--- config.mk ---
export PLATFORM = sky130hd
export DESIGN_NAME = rs_msg_source_flat
export DESIGN_NICKNAME = d
export VERILOG_FILES = /design/src/rtl/rs_msg_source_pkg.sv /design/src/rtl/rs_msg_source_if.sv /design/src/rtl/rs_msg_source_alpha_step.sv /design/src/rtl/rs_msg_source.sv /design/src/flat_wrapper.sv
export SDC_FILE = /design/constraint.sdc
export NUM_CORES = 1
export LEC_CHECK = 0
export ABC_AREA = 1
export CAP_MARGIN = 20
export CORE_MARGIN = 2
export CORE_UTILIZATION = 45
export DETAILED_ROUTE_END_ITERATION = 8
export PLACE_DENSITY = 0.77
export SKIP_CTS_REPAIR_TIMING = 1
export SLEW_MARGIN = 20
export SYNTH_ARGS = -nofsm -noshare
export SYNTH_HDL_FRONTEND = slang
export SYNTH_HIERARCHICAL = 1
export SYNTH_SLANG_ARGS = --single-unit
--- constraint.sdc ---
create_clock -name clk -period 2.1 [get_ports clk]
set_clock_uncertainty 0.15 [all_clocks]
set_input_delay 0.42 -clock clk [delete_from_list [all_inputs] [get_ports clk]]
set_output_delay 0.42 -clock clk [all_outputs]
set_load 0.1 [all_outputs]
--- src/rtl/rs_msg_source_pkg.sv ---
// Shared types and GF(2^M) helpers for the RS message source and encoder.
// Symbols are carried in 8 bits so one helper serves every symbol width from 3 to 8.
package rs_pkg;

    typedef enum logic [1:0] {
        MODE_POWER = 2'd0,
        MODE_COUNT = 2'd1,
        MODE_PRBS  = 2'd2
    } mode_e;

    typedef enum logic [1:0] {
        ST_IDLE = 2'd0,
        ST_RUN  = 2'd1,
        ST_DONE = 2'd2
    } state_e;

    // Multiply by alpha in GF(2^m); poly holds the low m bits of the primitive polynomial.
    function automatic logic [7:0] gf_mul_alpha(input logic [7:0] sym,
                                                input logic [7:0] poly,
                                                input int unsigned m);
        logic [7:0] mask;
        logic [7:0] res;
        mask = 8'hFF >> (8 - m);
        res  = (sym << 1) & mask;
        if (sym[3'(m - 1)]) begin
            res = res ^ (poly & mask);
        end else begin
            res = res;
        end
        return res;
    endfunction

endpackage

--- src/rtl/rs_msg_source_if.sv ---
// Control and valid/ready symbol stream between the message source and its consumer.
interface rs_msg_source_if #(parameter int unsigned M = 4);
    logic         start;
    logic [1:0]   mode;
    logic [M-1:0] out_data;
    logic         out_valid;
    logic         out_ready;
    logic         out_sop;
    logic         out_eop;
    logic         busy;
    logic         done;

    modport master (
        input  start, mode, out_ready,
        output out_data, out_valid, out_sop, out_eop, busy, done
    );

    modport slave (
        output start, mode, out_ready,
        input  out_data, out_valid, out_sop, out_eop, busy, done
    );
endinterface

--- src/rtl/rs_msg_source_alpha_step.sv ---
// Combinational multiply-by-alpha in GF(2^M).
module gf_alpha_step
    import rs_pkg::*;
#(
    parameter int unsigned M         = 4,
    parameter int unsigned PRIM_POLY = 'h3
) (
    input  logic [M-1:0] sym_i,
    output logic [M-1:0] sym_o
);

    assign sym_o = M'(gf_mul_alpha(8'(sym_i), 8'(PRIM_POLY), M));

endmodule

--- src/rtl/rs_msg_source.sv ---
// Frame generator: on a start edge emits K GF(2^M) symbols (alpha powers, counter or
// free-running PRBS) over valid/ready with sop/eop framing, then pulses done.
module rs_msg_source
    import rs_pkg::*;
#(
    parameter int unsigned M         = 4,
    parameter int unsigned K         = 11,
    parameter int unsigned PRIM_POLY = 'h3,
    parameter int unsigned SEED      = 1
) (
    input  logic            clk,
    input  logic            rst,
    rs_msg_source_if.master bus
);

    localparam int unsigned    CW        = $clog2(K + 1);
    localparam logic [CW-1:0]  LAST      = CW'(K - 1);
    localparam logic [M-1:0]   ONE       = M'(1);
    localparam logic [M-1:0]   SEED_V    = (SEED == 0) ? M'(1) : M'(SEED);
    localparam logic           EOP_FIRST = (K == 1) ? 1'b1 : 1'b0;

    state_e        state_q;
    mode_e         mode_q;
    logic [CW-1:0] cnt_q;
    logic [M-1:0]  out_data_q;
    logic [M-1:0]  prbs_q;
    logic          start_q;
    logic          valid_q;
    logic          sop_q;
    logic          eop_q;
    logic          busy_q;
    logic          done_q;

    logic          accept;
    logic          xfer;
    logic [CW-1:0] cnt_inc;
    logic [M-1:0]  pow_next;
    logic [M-1:0]  prbs_next;
    logic [M-1:0]  sym_next;
    logic [M-1:0]  first_sym;
    mode_e         mode_sel;

    gf_alpha_step #(.M(M), .PRIM_POLY(PRIM_POLY)) u_pow_step (
        .sym_i (out_data_q),
        .sym_o (pow_next)
    );

    gf_alpha_step #(.M(M), .PRIM_POLY(PRIM_POLY)) u_prbs_step (
        .sym_i (prbs_q),
        .sym_o (prbs_next)
    );

    // Start qualification and handshake decode; a start edge during RUN is dropped.
    always_comb begin
        accept  = bus.start & ~start_q & (state_q != ST_RUN);
        xfer    = valid_q & bus.out_ready;
        cnt_inc = cnt_q + CW'(1);
    end

    // Symbol selection: first symbol from the requested mode, next symbol from the latched mode.
    always_comb begin
        mode_sel  = MODE_COUNT;
        first_sym = ONE;
        sym_next  = out_data_q + ONE;
        case (bus.mode)
            2'd0:    mode_sel = MODE_POWER;
            2'd2:    mode_sel = MODE_PRBS;
            default: mode_sel = MODE_COUNT;
        endcase
        case (mode_sel)
            MODE_PRBS: first_sym = prbs_q;
            default:   first_sym = ONE;
        endcase
        case (mode_q)
            MODE_POWER: sym_next = pow_next;
            MODE_PRBS:  sym_next = prbs_next;
            default:    sym_next = out_data_q + ONE;
        endcase
    end

    // Frame FSM with registered stream outputs; the PRBS state survives everything but rst.
    always_ff @(posedge clk or posedge rst) begin
        if (rst) begin
            state_q    <= ST_IDLE;
            mode_q     <= MODE_POWER;
            cnt_q      <= {CW{1'b0}};
            out_data_q <= {M{1'b0}};
            prbs_q     <= SEED_V;
            start_q    <= 1'b0;
            valid_q    <= 1'b0;
            sop_q      <= 1'b0;
            eop_q      <= 1'b0;
            busy_q     <= 1'b0;
            done_q     <= 1'b0;
        end else begin
            start_q <= bus.start;
            case (state_q)
                ST_RUN: begin
                    if (xfer) begin
                        if (mode_q == MODE_PRBS) begin
                            prbs_q <= prbs_next;
                        end
                        if (cnt_q == LAST) begin
                            state_q <= ST_DONE;
                            cnt_q   <= {CW{1'b0}};
                            valid_q <= 1'b0;
                            sop_q   <= 1'b0;
                            eop_q   <= 1'b0;
                            busy_q  <= 1'b0;
                            done_q  <= 1'b1;
                        end else begin
                            cnt_q      <= cnt_inc;
                            out_data_q <= sym_next;
                            sop_q      <= 1'b0;
                            eop_q      <= (cnt_inc == LAST);
                        end
                    end
                end
                default: begin
                    done_q <= 1'b0;
                    if (accept) begin
                        state_q    <= ST_RUN;
                        mode_q     <= mode_sel;
                        cnt_q      <= {CW{1'b0}};
                        out_data_q <= first_sym;
                        valid_q    <= 1'b1;
                        sop_q      <= 1'b1;
                        eop_q      <= EOP_FIRST;
                        busy_q     <= 1'b1;
                    end else begin
                        state_q <= ST_IDLE;
                    end
                end
            endcase
        end
    end

    assign bus.out_data  = out_data_q;
    assign bus.out_valid = valid_q;
    assign bus.out_sop   = sop_q;
    assign bus.out_eop   = eop_q;
    assign bus.busy      = busy_q;
    assign bus.done      = done_q;

endmodule

--- src/flat_wrapper.sv ---
// flat-port wrapper written by rule: the top's interface ports become plain ports
module rs_msg_source_flat import rs_pkg::*;
#(
    parameter int unsigned M         = 4,
    parameter int unsigned K         = 11,
    parameter int unsigned PRIM_POLY = 'h3,
    parameter int unsigned SEED      = 1
)
  (clk, rst, bus_start, bus_mode, bus_out_ready, bus_out_data, bus_out_valid, bus_out_sop, bus_out_eop, bus_busy, bus_done);
  rs_msg_source_if #(.M(M)) bus_i ();
  input  logic clk;
  input  logic rst;
  input wire logic [$bits(bus_i.start)-1:0] bus_start;
  input wire logic [$bits(bus_i.mode)-1:0] bus_mode;
  input wire logic [$bits(bus_i.out_ready)-1:0] bus_out_ready;
  output wire logic [$bits(bus_i.out_data)-1:0] bus_out_data;
  output wire logic [$bits(bus_i.out_valid)-1:0] bus_out_valid;
  output wire logic [$bits(bus_i.out_sop)-1:0] bus_out_sop;
  output wire logic [$bits(bus_i.out_eop)-1:0] bus_out_eop;
  output wire logic [$bits(bus_i.busy)-1:0] bus_busy;
  output wire logic [$bits(bus_i.done)-1:0] bus_done;
  assign bus_i.start = bus_start;
  assign bus_i.mode = bus_mode;
  assign bus_i.out_ready = bus_out_ready;
  assign bus_out_data = bus_i.out_data;
  assign bus_out_valid = bus_i.out_valid;
  assign bus_out_sop = bus_i.out_sop;
  assign bus_out_eop = bus_i.out_eop;
  assign bus_busy = bus_i.busy;
  assign bus_done = bus_i.done;
  rs_msg_source #(.M(M), .K(K), .PRIM_POLY(PRIM_POLY), .SEED(SEED)) u_core (.clk(clk), .rst(rst), .bus(bus_i));
endmodule
# Word level (Yosys, flattened, before mapping)

Index checks and enable logic that the tools add are counted.

Bits in registers: 21
Latch bits: 0
Bits in writable memories: 0
Bits in read-only memories: 0
Input bits: 6
Output and inout bits: 9
Word-level logic and storage cells: 68
Memories kept: 0

$add $sub $neg: 2
Multiply operators: 0
Divide/modulo/power cells: 0
Magnitude comparators: 0
Equality and inequality tests: 10
Shift operators: 0
Mux-type cells: 30
Bitwise gates (word level): 7
Reduce and logical (&&, ||, !) cells: 9

Operators by type and width:

| kind                                                 | number |
|---|---|
| two-way mux 4 bit                                    | 9 |
| two-way mux 1 bit                                    | 14 |
| two-way mux 2 bit                                    | 5 |
| AND reduction 3 bit                                  | 3 |
| adder 4 x 1 -> 4 bit (second input constant)         | 2 |
| equality test 4 bit (second input constant)          | 2 |
| case mux 4 bit (2 select lines)                      | 1 |
| equality test 2 bit (second input constant)          | 3 |
| != test 2 x 1 -> 1 bit (second input constant)       | 3 |
| AND reduction 2 bit                                  | 3 |
| zero test 2 bit                                      | 2 |
| inverter 2 bit                                       | 2 |
| case mux 2 bit (2 select lines)                      | 1 |
| AND 1 bit                                            | 3 |
| equality test 2 x 1 -> 1 bit (second input constant) | 1 |
| != test 2 bit (second input constant)                | 1 |
| inverter 1 bit                                       | 2 |
| nonzero test 2 bit                                   | 1 |

# Longest topological paths before layout

Depth in word-level cells: 6
Depth in mapped cells: 9
Gate-level depth less buffers: 9

# By module

Netlist, hierarchy kept.

Modules (own cells, without submodules):

| module        | times used | cells an instance | area an instance (µm²) |
|---|---|---|---|
| rs_msg_source | 1          | 157               | 1,141.1 |
| gf_alpha_step | 2          | 8                 | 41.3 |

# Least setup slack after synthesis

No wires, ideal clock.

Path kind: register to register
Start point: register u_core.out_data_q[0], in the netlist u_core/bus.out_data[0]
End point: register u_core.out_data_q[1], in the netlist u_core/bus.out_data[1]
Library setup time: 0.120 ns
Arrival: 1.661 ns
Data required time: 1.830 ns
Slack: 0.169 ns
Stages on the path, launching flop included: 8
Buffers on the path: 0
Cells stage by stage: dfrtp_1 -> ha_1 -> nand2_1 -> nand3_1 -> nand2_1 -> nand2_1 -> nand2_1 -> nand2_1

Longest elaborated chain between the ends: 6
Elaborated cells on any way between the ends: 7

Ends and longest elaborated chain:

| element                                                                      | RTL line             | RTL |
|---|---|---|
| start, declared                                                              | rs_msg_source.sv:25  | `logic [M-1:0] out_data_q;` |
| start signal, assigned                                                       | rs_msg_source.sv:87  | `out_data_q <= {M{1'b0}};` |
| start signal, assigned                                                       | rs_msg_source.sv:113 | `out_data_q <= sym_next;` |
| start signal, assigned                                                       | rs_msg_source.sv:125 | `out_data_q <= first_sym;` |
| parallel branches: the longest is 2 deep, another holds adder 4 x 1 -> 4 bit | -                    |  |
| case mux 4 bit (2 select lines) (*)                                          | rs_msg_source.sv:74  | `case (mode_q)` |
| two-way mux 4 bit (*)                                                        | rs_msg_source.sv:103 | `if (cnt_q == LAST) begin` |
| two-way mux 4 bit (*)                                                        | rs_msg_source.sv:99  | `if (xfer) begin` |
| two-way mux 4 bit (*)                                                        | rs_msg_source.sv:97  | `case (state_q)` |

Every way passes the cells marked *. The select of a mux whose other input is x is not followed.
A chain may end at the register's enable or synchronous reset.

# Worst setup path in the final report

Start point: register u_core.out_data_q[0], in the netlist u_core/bus.out_data[0]
End point: output port bus_out_data[0]

RTL lines:

| element       | RTL line           | RTL |
|---|---|---|
| end, declared | flat_wrapper.sv:16 | `output wire logic [$bits(bus_i.out_data)-1:0] bus_out_data;` |

No word-level cell between the ends.

==> results.md <==
- Run status: finished, final reports clean
- Clock latency at the later pin of the worst-skew pair: 300 ps
- Share of post-route cells with drive strength above 1: 14.7%
- CTS H-tree lvls: 1
- Worst-path clk slew: 110 ps
- Crit-path cells: buf_12
- Top flip-flop cell by instance count after synthesis: dfrtp_1
- Area used by multi-input combinational logic: 559 um2
- Floorplan die height: 56.1 um
- Initial antenna violation count: 0
- Synth warnings: 6
- Combined flip-flop and latch cell area: 502 um2
- Number of nets in the final layout: 195
- Horizontal die dimension: 56.1 um
- Wire length per cell: 11.0 um
- Arrival time of the worst setup path: 1050 ps
- Site Rows: 18
- Gp weighted congestion: 0.865
- HP Class: input pin to asynchronous set/reset pin
- Number of vias in the routed layout: 1099
- CP Data Required Time: 1530 ps
- Final Critical Period: 1620 ps
- Unrepaired setup endpoints after global routing: false
- Post-route setup TNS: 0 ps
- Total design power: 630 uW
- Transition time at the pin with the least slew margin: 348 ps
- Post-route core utilization: 57.6%
- Tot GR Track Use: 15.9%
- Clock tree from TritonCTS: done
- Top Ports: 15
- Switching part of the total power: 20.2%
- Mean instance size in the synthesized netlist: 7.07 um2
- Share of total power in the clock network: 34.9%
- Gate count of the mapped netlist: 173
- Half-perimeter wire length after placement: 1.85 mm
- Gate power share: 3.7%
- Cell area power density: 433 mW/mm2
- Net Count, Synth: 183
- Async set or reset register ratio after synthesis: 100%
- Type of element launching the critical path: flop
- Kind of critical path: flop to output port
- Final global-route overflow total: 0
- First-pass iteration count of the detailed router: 4
- Smallest hold slack: 277 ps
- Via density: 5.14
- Synthesized flop and latch total: 20
- Leading cell types in the layout, fill and taps excluded: nand2_1 (65), inv_1 (23), dfrtp_1 (19)
- Cell internal power dissipation: 502 uW
- Max Buffers Root-to-Sink: 2
- Post-synth EDFFs: 0
- Core region area: 0.00252 mm2
- Die Area: 0.00315 mm2
- VDD IR max: 319 uV
- CP max-delay cell: dfrtp_1
- Diodes inserted: 0
- Total wire length: 2.35 mm
- CP Capture Type: output port
- Starting density of the core: 48.5%
- Reported leakage power: 0.000800 uW
- Total buffers and inverters traversed by the critical path: 1
- Number of setup violations in the final report: 0
- Commonest non-fill, non-tap cell in the layout: nand2_1
- Worst-case headroom to the max-slew limit: 76.7%
- Total of buffers placed on input and output ports: 14
- Register share of total power: 61.4%
- Distinct cells, synth: 20
- Post-route antenna net violation count: 0
- DR DRC count: 0
- Fmax: 616 MHz
- P&R area growth vs syn: 18.7%
- Wire length of the first global-routing pass: 4.00 mm
- Top cell family by delay on the critical path: flip-flops
- Count of filler cells inserted in the layout: 244
- Clk root buf: clkbuf_4
- CTS buffer count: 3
- Number of global-route vias before repair: 983
- Sequential share of the synthesized area: 41.0%
- Pin count of the biggest net entering global routing: 21
- Synthesized cell area: 0.00122 mm2
- P_sw: 127 uW
- Clk sink count: 20
- Final hold violation count: 0
- First-iteration detailed-routing DRC count: 27
- Number of slew-limit violations in the final report: 0
- Maximum fanout along the worst path: 8
- Share of the cycle needed by the critical path after routing: 77.3%
- Max-Cap Viols: 0
- Maximum cell stage delay along the critical path: 540 ps
-- Yosys cell counts, types with 2 or more instances --
| cell type | count | area share [%] |
|---|---|---|
| nand2_2 | 3 | 1.5 |
| nand4_1 | 3 | 1.5 |
| dfrtp_1 | 19 | 39 |
| ha_1 | 4 | 4.1 |
| buf_4 | 7 | 4.3 |
| inv_2 | 5 | 1.5 |
| nor2_1 | 10 | 3.1 |
| nand2_4 | 2 | 1.8 |
| inv_1 | 23 | 7.1 |
| nand2_1 | 65 | 20 |
| o21ai_0 | 5 | 2.0 |
| nand3_1 | 18 | 7.4 |
| o22ai_1 | 2 | 1.0 |
-- final cells by class --
class	instances	area share, %
multi-input cells	117	38.5
flip-flops and latches	20	34.5
repair buffers	15	14.6
inverters	28	7.24
well taps	30	2.58
clock buffers	4	2.50
-- flip-flops by register name, indices dropped and copies added, names as in the netlist --
| signal | count |
|---|---|
| u_core/bus.busy | 1 |
| u_core/bus.done | 1 |
| u_core/bus.out_data | 4 |
| u_core/bus.out_eop | 1 |
| u_core/bus.out_sop | 1 |
| u_core/cnt_q | 4 |
| u_core/mode_q | 2 |
| u_core/prbs_q | 4 |
| u_core/start_q | 1 |
| u_core/state_q | 1 |
-- cell families after synthesis --
group,after synthesis,synth area share [%]
AO/OA/AOI/OAI,9,3.88
XOR/XNOR,1,0.716
adder cells (fa/ha/maj),4,4.09
buffers and inverters,36,13.3
flip-flops,20,41.0
AND/OR/NAND/NOR,103,37.0
-- stage by stage --
step,cells,setup slack (ps),area (um2)
after floorplan,173,169,1220
after global placement,210,327,1420
after detailed placement,210,253,1420
after CTS,214,460,1450
after global routing,214,390,1450
final,214,477,1450
-- power groups by stage --
stage	Clock, uW	Combinational (uW)	Sequential (uW)
global route	243	26.9	387
detailed placement	0	24.3	394
CTS	228	24.4	386
finish	220	23.6	386
floorplan	0	9.44	394
global placement	0	24.0	394
-- routing by layer --
layer | part of all wire, % | track usage (%) | up-vias
li1 | - | - | 547
met1 | 43 | 17.8 | 526
met2 | 52 | 28.7 | 21
met3 | 3.0 | 3.49 | 5
met4 | 1.8 | 6.80 | 0
met5 | 0 | 0 | -
-- worst paths after layout --
kind	from	to	slack [ps]	cells past startpoint
setup / recovery	u_core/bus.out_data[0]$_DFFE_PP0P_	bus_out_data[0]	480	1
max in group asynchronous	rst	u_core/prbs_q[0]$_DFFE_PP1P_	1260	3
setup reg to reg	u_core/cnt_q[0]$_DFFE_PP0P_	u_core/bus.out_eop$_DFFE_PP0P_	490	9
hold reg to reg	u_core/prbs_q[0]$_DFFE_PP1P_	u_core/prbs_q[0]$_DFFE_PP1P_	340	2
hold / removal	rst	u_core/prbs_q[3]$_DFFE_PP0P_	280	3
min in group clk	u_core/prbs_q[0]$_DFFE_PP1P_	u_core/prbs_q[0]$_DFFE_PP1P_	340	2
Note: power is estimated with default switching activity, not from simulation.
